`src/rtl/cr16_pkg.sv`:
```
// Shared CR16 ALU definitions: opcode map, status bit positions, sequencer states.
package cr16_pkg;

  localparam logic [3:0] OP_ADD   = 4'd0;
  localparam logic [3:0] OP_ADDU  = 4'd1;
  localparam logic [3:0] OP_ADDC  = 4'd2;
  localparam logic [3:0] OP_ADDCU = 4'd3;
  localparam logic [3:0] OP_SUB   = 4'd4;
  localparam logic [3:0] OP_SUBU  = 4'd5;
  localparam logic [3:0] OP_MUL   = 4'd6;
  localparam logic [3:0] OP_AND   = 4'd7;
  localparam logic [3:0] OP_OR    = 4'd8;
  localparam logic [3:0] OP_XOR   = 4'd9;
  localparam logic [3:0] OP_NOT   = 4'd10;
  localparam logic [3:0] OP_LSH   = 4'd11;
  localparam logic [3:0] OP_RSH   = 4'd12;
  localparam logic [3:0] OP_ALSH  = 4'd13;
  localparam logic [3:0] OP_ARSH  = 4'd14;
  localparam logic [3:0] OP_DIVU  = 4'd15;

  localparam int STATUS_INDEX_CARRY    = 0;
  localparam int STATUS_INDEX_LOW      = 1;
  localparam int STATUS_INDEX_FLAG     = 2;
  localparam int STATUS_INDEX_ZERO     = 3;
  localparam int STATUS_INDEX_NEGATIVE = 4;

  typedef enum logic [1:0] {
    ST_IDLE = 2'd0,
    ST_MUL  = 2'd1,
    ST_DIV  = 2'd2
  } state_e;

  function automatic logic [4:0] mk_status(input logic neg, input logic zero,
                                           input logic flag, input logic low,
                                           input logic carry);
    logic [4:0] st;
    st = '0;
    st[STATUS_INDEX_NEGATIVE] = neg;
    st[STATUS_INDEX_ZERO]     = zero;
    st[STATUS_INDEX_FLAG]     = flag;
    st[STATUS_INDEX_LOW]      = low;
    st[STATUS_INDEX_CARRY]    = carry;
    return st;
  endfunction

endpackage

```
`src/rtl/alu_mc_iter.sv`:
```
// W-cycle iterative datapath shared by shift-add multiply and restoring divide.
// The divide path exists only when ALU_MC_DIV_EN is defined.
module alu_mc_iter
  import cr16_pkg::*;
#(
  parameter int W = 16
) (
  input  logic         clk_i,
  input  logic         rst_ni,
  input  logic         load_i,
  input  logic         run_i,
  input  logic         div_i,
  input  logic [W-1:0] a_i,
  input  logic [W-1:0] b_i,
  output logic [W-1:0] res_o,
  output logic         last_o
);

  localparam int CW = $clog2(W);

  logic [CW-1:0] cnt_q;
  logic          div_q;
  logic [W-1:0]  acc_q, acc_d;
  logic [W-1:0]  opd_q, opd_d;
  logic [W-1:0]  sh_q, sh_d;
  logic [W-1:0]  mul_acc;
`ifdef ALU_MC_DIV_EN
  logic [W:0]    trial;
`endif

  // acc: partial product / remainder; opd: multiplicand / divisor;
  // sh: multiplier (shifted out LSB first) / dividend becoming quotient.
  always_comb begin
    mul_acc = acc_q + (sh_q[0] ? opd_q : '0);
    acc_d   = mul_acc;
    opd_d   = opd_q << 1;
    sh_d    = sh_q >> 1;
`ifdef ALU_MC_DIV_EN
    trial   = {acc_q, sh_q[W-1]} - {1'b0, opd_q};
    if (div_q) begin
      opd_d = opd_q;
      if (!trial[W]) begin
        acc_d = trial[W-1:0];
        sh_d  = {sh_q[W-2:0], 1'b1};
      end else begin
        acc_d = {acc_q[W-2:0], sh_q[W-1]};
        sh_d  = {sh_q[W-2:0], 1'b0};
      end
    end
    res_o = div_q ? sh_d : acc_d;
`else
    res_o = div_q ? '0 : acc_d;
`endif
  end

  assign last_o = (cnt_q == CW'(W - 1));

  always_ff @(posedge clk_i or negedge rst_ni) begin
    if (!rst_ni) begin
      cnt_q <= '0;
    end else if (load_i) begin
      cnt_q <= '0;
    end else if (run_i) begin
      cnt_q <= cnt_q + 1'b1;
    end
  end

  always_ff @(posedge clk_i) begin
    if (load_i) begin
      acc_q <= '0;
      opd_q <= b_i;
      sh_q  <= a_i;
      div_q <= div_i;
    end else if (run_i) begin
      acc_q <= acc_d;
      opd_q <= opd_d;
      sh_q  <= sh_d;
    end
  end

endmodule

```
`src/rtl/alu_mc.sv`:
```
// Multi-cycle CR16 ALU: start/busy/done handshake, persistent carry, iterative MUL.
// Define ALU_MC_DIV_EN to enable the iterative unsigned divider on opcode 15.
module alu_mc
  import cr16_pkg::*;
#(
  parameter int DATA_WIDTH = 16
) (
  input  logic                  I_CLK,
  input  logic                  I_NRESET,
  input  logic                  I_START,
  input  logic [3:0]            I_OPCODE,
  input  logic [DATA_WIDTH-1:0] I_A,
  input  logic [DATA_WIDTH-1:0] I_B,
  output logic [DATA_WIDTH-1:0] O_C,
  output logic [4:0]            O_STATUS,
  output logic                  O_BUSY,
  output logic                  O_DONE
);

  localparam int W = DATA_WIDTH;
  localparam logic [W-1:0] SH_LIM = W'(W);

  state_e       state_q;
  logic [W-1:0] c_q;
  logic [4:0]   status_q;
  logic         busy_q, done_q, carry_q;

  logic         accept;
  logic         cin, big_sh;
  logic [W:0]   add_ext;
  logic [W-1:0] arsh_v;
  logic [W-1:0] sc_c;
  logic [4:0]   sc_st;
  logic         flag, neg, low, cy, zero_en;
  logic         carry_we, carry_nx, mc_op, mc_div;
  logic [W-1:0] it_res;
  logic         it_last;
  logic [4:0]   it_st;

  assign accept  = I_START & ~busy_q;
  assign cin     = carry_q & ((I_OPCODE == OP_ADDC) | (I_OPCODE == OP_ADDCU));
  assign add_ext = {1'b0, I_A} + {1'b0, I_B} + (W + 1)'(cin);
  assign big_sh  = (I_B >= SH_LIM);
  assign arsh_v  = $signed(I_A) >>> I_B;

  always_comb begin
    sc_c     = '0;
    flag     = 1'b0;
    neg      = 1'b0;
    low      = 1'b0;
    cy       = 1'b0;
    zero_en  = 1'b1;
    carry_we = 1'b0;
    carry_nx = carry_q;
    mc_op    = 1'b0;
    mc_div   = 1'b0;
    case (I_OPCODE)
      OP_ADD, OP_ADDC: begin
        sc_c     = add_ext[W-1:0];
        flag     = (I_A[W-1] == I_B[W-1]) && (sc_c[W-1] != I_A[W-1]);
        neg      = sc_c[W-1];
        carry_we = 1'b1;
        carry_nx = add_ext[W];
      end
      OP_ADDU, OP_ADDCU: begin
        sc_c     = add_ext[W-1:0];
        cy       = add_ext[W];
        carry_we = 1'b1;
        carry_nx = add_ext[W];
      end
      // Subtract order is B minus A; N reports the true signed compare.
      OP_SUB: begin
        sc_c     = I_B - I_A;
        flag     = (I_A[W-1] != I_B[W-1]) && (sc_c[W-1] != I_B[W-1]);
        neg      = $signed(I_B) < $signed(I_A);
        carry_we = 1'b1;
        carry_nx = I_B < I_A;
      end
      OP_SUBU: begin
        sc_c     = I_B - I_A;
        low      = I_B < I_A;
        cy       = low;
        carry_we = 1'b1;
        carry_nx = low;
      end
      OP_MUL:  mc_op = 1'b1;
      OP_AND:  sc_c = I_A & I_B;
      OP_OR:   sc_c = I_A | I_B;
      OP_XOR:  sc_c = I_A ^ I_B;
      OP_NOT:  sc_c = ~I_A;
      OP_LSH, OP_ALSH: sc_c = big_sh ? '0 : (I_A << I_B);
      OP_RSH:  sc_c = big_sh ? '0 : (I_A >> I_B);
      OP_ARSH: sc_c = big_sh ? {W{I_A[W-1]}} : arsh_v;
      default: begin
        zero_en = 1'b0;
`ifdef ALU_MC_DIV_EN
        if (I_B == '0) begin
          sc_c = '1;
          flag = 1'b1;
        end else begin
          mc_op  = 1'b1;
          mc_div = 1'b1;
        end
`endif
      end
    endcase
    sc_st = mk_status(neg, zero_en & (sc_c == '0), flag, low, cy);
  end

  alu_mc_iter #(.W(W)) u_iter (
    .clk_i  (I_CLK),
    .rst_ni (I_NRESET),
    .load_i (accept & mc_op),
    .run_i  (busy_q),
    .div_i  (mc_div),
    .a_i    (I_A),
    .b_i    (I_B),
    .res_o  (it_res),
    .last_o (it_last)
  );

  assign it_st = mk_status((state_q == ST_MUL) & it_res[W-1], it_res == '0,
                           1'b0, 1'b0, 1'b0);

  always_ff @(posedge I_CLK or negedge I_NRESET) begin
    if (!I_NRESET) begin
      state_q  <= ST_IDLE;
      c_q      <= '0;
      status_q <= '0;
      busy_q   <= 1'b0;
      done_q   <= 1'b0;
      carry_q  <= 1'b0;
    end else begin
      done_q <= 1'b0;
      case (state_q)
        ST_IDLE: begin
          if (accept) begin
            if (mc_op) begin
              state_q <= mc_div ? ST_DIV : ST_MUL;
              busy_q  <= 1'b1;
            end else begin
              c_q      <= sc_c;
              status_q <= sc_st;
              done_q   <= 1'b1;
              if (carry_we) carry_q <= carry_nx;
            end
          end
        end
        default: begin
          if (it_last) begin
            c_q      <= it_res;
            status_q <= it_st;
            done_q   <= 1'b1;
            busy_q   <= 1'b0;
            state_q  <= ST_IDLE;
          end
        end
      endcase
    end
  end

  assign O_C      = c_q;
  assign O_STATUS = status_q;
  assign O_BUSY   = busy_q;
  assign O_DONE   = done_q;

endmodule

```
`config.mk`:
```
export PLATFORM = sky130hd
export DESIGN_NAME = alu_mc
export DESIGN_NICKNAME = d
export VERILOG_FILES = /design/src/rtl/cr16_pkg.sv /design/src/rtl/alu_mc_iter.sv /design/src/rtl/alu_mc.sv
export SDC_FILE = /design/constraint.sdc
export NUM_CORES = 1
export LEC_CHECK = 0
export ABC_CLOCK_PERIOD_IN_PS = 8800
export BUFFER_PORTS_ARGS = -buffer_cell sky130_fd_sc_hd__buf_4
export CAP_MARGIN = 20
export CORE_ASPECT_RATIO = 0.6
export CORE_MARGIN = 10
export CORE_UTILIZATION = 68
export CTS_CLUSTER_SIZE = 10
export DETAILED_ROUTE_END_ITERATION = 6
export PLACE_DENSITY = 0.95
export SLEW_MARGIN = 5
export SYNTH_ARGS = -nofsm -noshare
export SYNTH_HDL_FRONTEND = slang
export SYNTH_HIERARCHICAL = 1
export SYNTH_SLANG_ARGS = --single-unit
```
`constraint.sdc`:
```
create_clock -name I_CLK -period 8.8 [get_ports I_CLK]
set_clock_uncertainty 0.05 [all_clocks]
set_input_delay 1.32 -clock I_CLK [delete_from_list [all_inputs] [get_ports I_CLK]]
set_output_delay 1.32 -clock I_CLK [all_outputs]
set_load 0.01 [all_outputs]
```
* After elaboration in Yosys (flattened, before gate mapping)
Cells that the tools add are included.
Word-level totals: memories 0, input bits 39, logic and storage cells 114, latch bits 0, output and inout port bits 23, RAM bits 0, bits in read-only memories 0, bits in registers 78
Cells by class: reductions and logical operators 19, $mul 0, mux-type cells 39, bitwise operators 12, add/subtract/negate cells 5, shift-type cells 3, equal/unequal tests 23, divide/modulo/power cells 0, $lt $le $gt $ge 3
Operator list (count):
- $mux 16 | 12
- $pmux 16 s9 | 1
- $eq 4x4->1 const B | 8
- $logic_not 16->1 | 2
- $lt 16x16->1 | 2
- $mux 5 | 4
- $add 16x16->17 | 1
- $add 17x1->17 | 1
- $add 16x16->16 | 1
- $and 16x16->16 | 1
- $eq 4x3->1 const B | 4
- $ge 16x5->1 const B | 1
- $not 16->16 | 1
- $or 16x16->16 | 1
- $shl 16x16->16 | 1
- $shr 16x16->16 | 1
- $sshr 16x16->16 | 1
- $sub 16x16->16 | 1
- $xor 16x16->16 | 1
- $reduce_or 15->1 | 1
- $mux 1 | 12
- $eq 4x2->1 const B | 2
- $mux 2 | 4
- $mux 4 | 2
- other kinds (19) | 38

* Longest topological paths before layout
word-level depth 10, gate-level depth with buffers 16, mapped depth without buffers 14

* Cells and area by module
Netlist, hierarchy kept.
By module, submodules not included:
- alu_mc | cells an instance 847, area each 6254.7 um2, sequential area each 600.6 um2, times used 1
- alu_mc_iter | cells an instance 291, area each 3138.0 um2, sequential area each 1411.4 um2, times used 1

* Least setup slack after synthesis
OpenSTA, ideal clock, no wires.
kind in2reg, from in I_OPCODE[3], to reg status_q[3], in the netlist O_STATUS[3], stages 16, path buffers 3, setup time 0.092 ns, path slack 3.752 ns, data required time 8.658 ns, arrival time 4.907 ns, cell sequence buf_6 -> clkbuf_1 -> nor2_1 -> clkbuf_1 -> nand3_1 -> fa_1 -> fa_1 -> nor2b_1 -> o31a_1 -> o2111ai_1 -> o211ai_1 -> a31o_2 -> mux2i_1 -> o221ai_1 -> or4b_1 -> o31ai_2
On the way: longest elaborated chain between the ends 10, elaborated cells on any way between the ends 32, those cells by class 1 x add/sub; 15 x eq/ne; 6 x mux; 3 x bitwise; 7 x reduce/logical
RTL lines:
- start: declaration | RTL line alu_mc.sv:11 | input logic [3:0] I_OPCODE,
- $eq 4x2->1 | RTL line alu_mc.sv:41, alu_mc.sv:57
- $or 1x1->1 | RTL line alu_mc.sv:41 | assign cin = carry_q & ((I_OPCODE == OP_ADDC) | (I_OPCODE == OP_ADDCU));
- $and 1x1->1 | RTL line alu_mc.sv:41
- $add 17x1->17 | RTL line alu_mc.sv:42 | assign add_ext = {1'b0, I_A} + {1'b0, I_B} + (W + 1)'(cin);
- $pmux 16 s9 | RTL line alu_mc.sv:57 | case (I_OPCODE)
- $logic_not 16->1 | RTL line alu_mc.sv:107 | sc_st = mk_status(neg, zero_en & (sc_c == '0), flag, low, cy);
- $and 1x1->1 | RTL line alu_mc.sv:107
- $mux 5 | RTL line alu_mc.sv:138 | if (mc_op) begin
- $mux 5 | RTL line alu_mc.sv:137 | if (accept) begin
- $mux 5 | RTL line alu_mc.sv:135 | case (state_q)
- end signal: assignment | RTL line alu_mc.sv:143 | status_q <= sc_st;
- end signal: assignment | RTL line alu_mc.sv:152 | status_q <= it_st;
- end: declaration | RTL line alu_mc.sv:25 | logic [4:0] status_q;
Parallel ways exist; a longest one is shown, timed or not. The select of a mux whose other input is x is not followed. A chain may end at the register's enable or synchronous reset.

* Final worst setup path
from in I_B[2], to reg status_q[3], in the netlist O_STATUS[3]
On the way: longest elaborated chain between the ends 8, elaborated cells on any way between the ends 19, those cells by class 3 x add/sub; 1 x order compare; 3 x shift; 7 x mux; 4 x bitwise; 1 x reduce/logical
RTL lines:
- start: declaration | RTL line alu_mc.sv:13 | input logic [DATA_WIDTH-1:0] I_B,
- $add 16x16->17 (tied with other cells) | RTL line alu_mc.sv:42
- $add 17x1->17 (tied with other cells) | RTL line alu_mc.sv:42
- $pmux 16 s9 * | RTL line alu_mc.sv:57
- $logic_not 16->1 * | RTL line alu_mc.sv:107
- $and 1x1->1 * | RTL line alu_mc.sv:107
- $mux 5 * | RTL line alu_mc.sv:138
- $mux 5 * | RTL line alu_mc.sv:137
- $mux 5 * | RTL line alu_mc.sv:135
Mark *: on every way between the ends. The rest lies on a longest branch, timed or not. The select of a mux whose other input is x is not followed.

==> metrics.txt <==
DP HPWL 26,600 um; largest fanout on the critical path 52; Post-synth EDFFs 33; startpoint types input port; Via Count 9,914; worst slew pin tran roughly 1100 ps; Yosys top cell by area edfxtp_1; largest net degree at the start of global routing 63; Gate power share roughly 60%; register area roughly 0.002 mm^2; WL met1 14,500 um; top area cells in the synthesized netlist edfxtp_1, ha_1, dfrtp_1; worst flop-to-flop path endpoint O_STATUS[3]; starting density of the core 69.1%; root buffer selected by CTS clkbuf_16; switching share of power 46.8%; Vias per Instance 7.59; Slew HR 27.1%; outcome finished with violations; register area share after synthesis 21.4%; crit path time final 5540 ps; clk buf depth 2; Final period util 62.9%; number of global-route vias before repair 9,199; Rows 33; pre-CTS WS 3260 ps; most frequent cells in the layout a21oi_1, nor2_1, buf_4, nand2_1, ha_1; LEAKAGE 4.14 nW; Final WS setup 3260 ps; total track usage 36.2%; Nets 1,233; Netlist cell types 100; R2R depth 13; CTS H-tree depth 3; share of cells above drive strength 1 15.6%; hold buffer count at cts 0; DR WL met2 between 10,000 and 15,000 um; Final Setup Violations 0; Layout fillers 1,006; Max Cap Viol 0; DR top layer met5; failing checks DRC; CP Capture Type flip-flop; Post-Syn Area 0.00939 mm^2; CTS Buf Count 9; syn nets approximately 1,200; setup_tns 0 ps; Psw about 1.2 mW; total grt overflow 0; postcts setup bufs 0; io pins a little over 60; initial antenna violation count 1; GPL Wtd Cong 1.19; clk slew on worst S/H paths 70 ps; post-synthesis sequential element count 77; data required time at the worst endpoint between 9000 and 10,000 ps; Die Wd 172 um; post_cts resized 0; Worst EP arrival 5740 ps; Cell Pwr Density around 260 mW/mm^2; Fin. Hold Viols 0; min-delay src u_iter/acc_q[11]; Synth Flop Type edfxtp_1; worst ir drop on vdd 0.321 mV; Multi-input gate area 0.00670 mm^2; routed wire length on met3 6890 um; P&R area growth vs syn 6.06%; wire length of the first global-routing pass 54,500 um; Synth top area share between 10% and 20%; drt total wl ~36,000 um; Max Slew Vio Count 0; Worst setup startpoint I_B[2]; DIE AREA 0.0191 mm^2; commonest non-fill, non-tap cell in the layout a21oi_1; Max Freq 181 MHz; RSZ-0062 raised after global routing false; Detailed Routing Iterations Pass 1 7; yosys warns 6; Worst Hold Endpoint u_iter/acc_q[11]; clock group share of total power between 10 and 15%; n_diodes 0; R2R Path Start u_iter/sh_q[0]; hold depth 2; Hold Path Class reg -> reg; synthesized area per cell just over 8 um^2; # clock sinks 77; core area approximately 0.014 mm^2; count of input and output buffers 61; internal power between 1 and 1.5 mW; Skew-Pair Late Insertion Delay approximately 350 ps; critical path type in -> reg; FFs w/ async S/R, synth between 30% and 40%; initial drt markers 1,874; Cells after Synth 1,138; hold slack roughly 440 ps; DRC viols 8; reg-to-reg setup timing slack 4790 ps; sequential power share a little over a quarter; wire per inst 27.3 um; CTS tree done; post-route ant nets 0; Die Ht around 110 um
## registers in the layout, indices dropped and copies added (netlist names)
signal,flops
u_iter/sh_q,16
u_iter/cnt_q,4
O_STATUS,5
O_DONE,1
u_iter/opd_q,16
u_iter/acc_q,16
state_q,1
carry_q,1
O_C,16
u_iter/div_q,1
## worst max-delay path by stage
stage,endpoint,depth (start not counted)
after floorplan,O_STATUS[3],16
after global placement,O_STATUS[3],12
after detailed placement,O_STATUS[3],13
after CTS,O_STATUS[3],14
after global routing,O_STATUS[3],12
final,O_STATUS[3],12
## final cells by class
| type | count | area share [%] |
|---|---|---|
| Clock buffer | 10 | 2.40 |
| Clock inverter | 6 | 0.465 |
| Inverter | 59 | 2.22 |
| Multi-Input combinational cell | 909 | 67.2 |
| Sequential cell | 77 | 20.2 |
| Tap cell | 175 | 2.20 |
| Timing Repair Buffer | 70 | 5.28 |
## power by group through the flow
stage / registers, mW / clock network (mW) / logic, mW
after floorplan: 0.675 / 0 / 1.03
final: 0.691 / 0.366 / 1.56
after CTS: 0.685 / 0.364 / 1.49
after detailed placement: 0.690 / 0 / 1.47
after global routing: 0.707 / 0.379 / 1.65
after global placement: 0.679 / 0 / 1.41
## metrics by stage
stage | total power [mW] | std cells | area [um^2] | util [%]
after floorplan | 1.70 | 1138 | 9390 | -
after global placement | 2.09 | 1290 | 9680 | 71.2
after detailed placement | 2.16 | 1290 | 9680 | 71.2
after CTS | 2.54 | 1306 | 9960 | 73.3
after global routing | 2.74 | 1306 | 9960 | 73.3
final | 2.61 | 1306 | 9960 | 73.3
## per-layer routing
layer	track usage (%)	vias up
met3	18.3	160
li1	-	4243
met5	3.53	-
met2	46.6	957
met1	51.6	4552
met4	7.67	2
## cell families after synthesis
family / count (synthesis) / synth area share, %
flip-flops: 77 / 21.4
adder cells (fa/ha/maj): 68 / 9.38
AO/OA/AOI/OAI: 346 / 24.6
other: 1 / 0.0399
multiplexers: 112 / 14.6
AND/OR/NAND/NOR: 358 / 20.3
buffers and inverters: 152 / 7.31
XOR/XNOR: 24 / 2.38
## synthesized netlist by cell type, types with 5 or more instances
library cell	count
nand2b_1	20
a221oi_1	8
xnor2_1	14
mux2i_1	50
a21oi_1	93
nand2_1	65
a211oi_1	18
o21a_1	12
or2_2	8
o22ai_1	30
mux2_2	46
a21o_1	7
ha_1	64
dfxtp_1	16
nor3_1	26
o221ai_1	5
and2_1	21
buf_6	12
edfxtp_1	33
nand4_1	18
o31ai_1	5
nor2_1	92
dfrtp_1	28
clkbuf_1	60
mux4_2	15
a211o_1	6
nor2b_1	14
nand3b_1	7
a31oi_1	14
o2111ai_1	7
buf_1	5
xor2_1	9
o211ai_1	11
nor4_1	17
and3_1	10
nand3_1	20
o21ai_0	61
or3_1	8
inv_1	59
buf_2	14
## worst max-delay path: stages
cell and delay [ps]:
buf_4 530, inv_1 520, ha_1 530, nand2b_1 210, a211o_1 310, a211oi_1 610
o32ai_1 150, a2bb2oi_1 150, a221oi_1 410, nand2_1 160, or4b_1 570, o31ai_2 230
No activity file was read; power rests on OpenSTA's default activity.
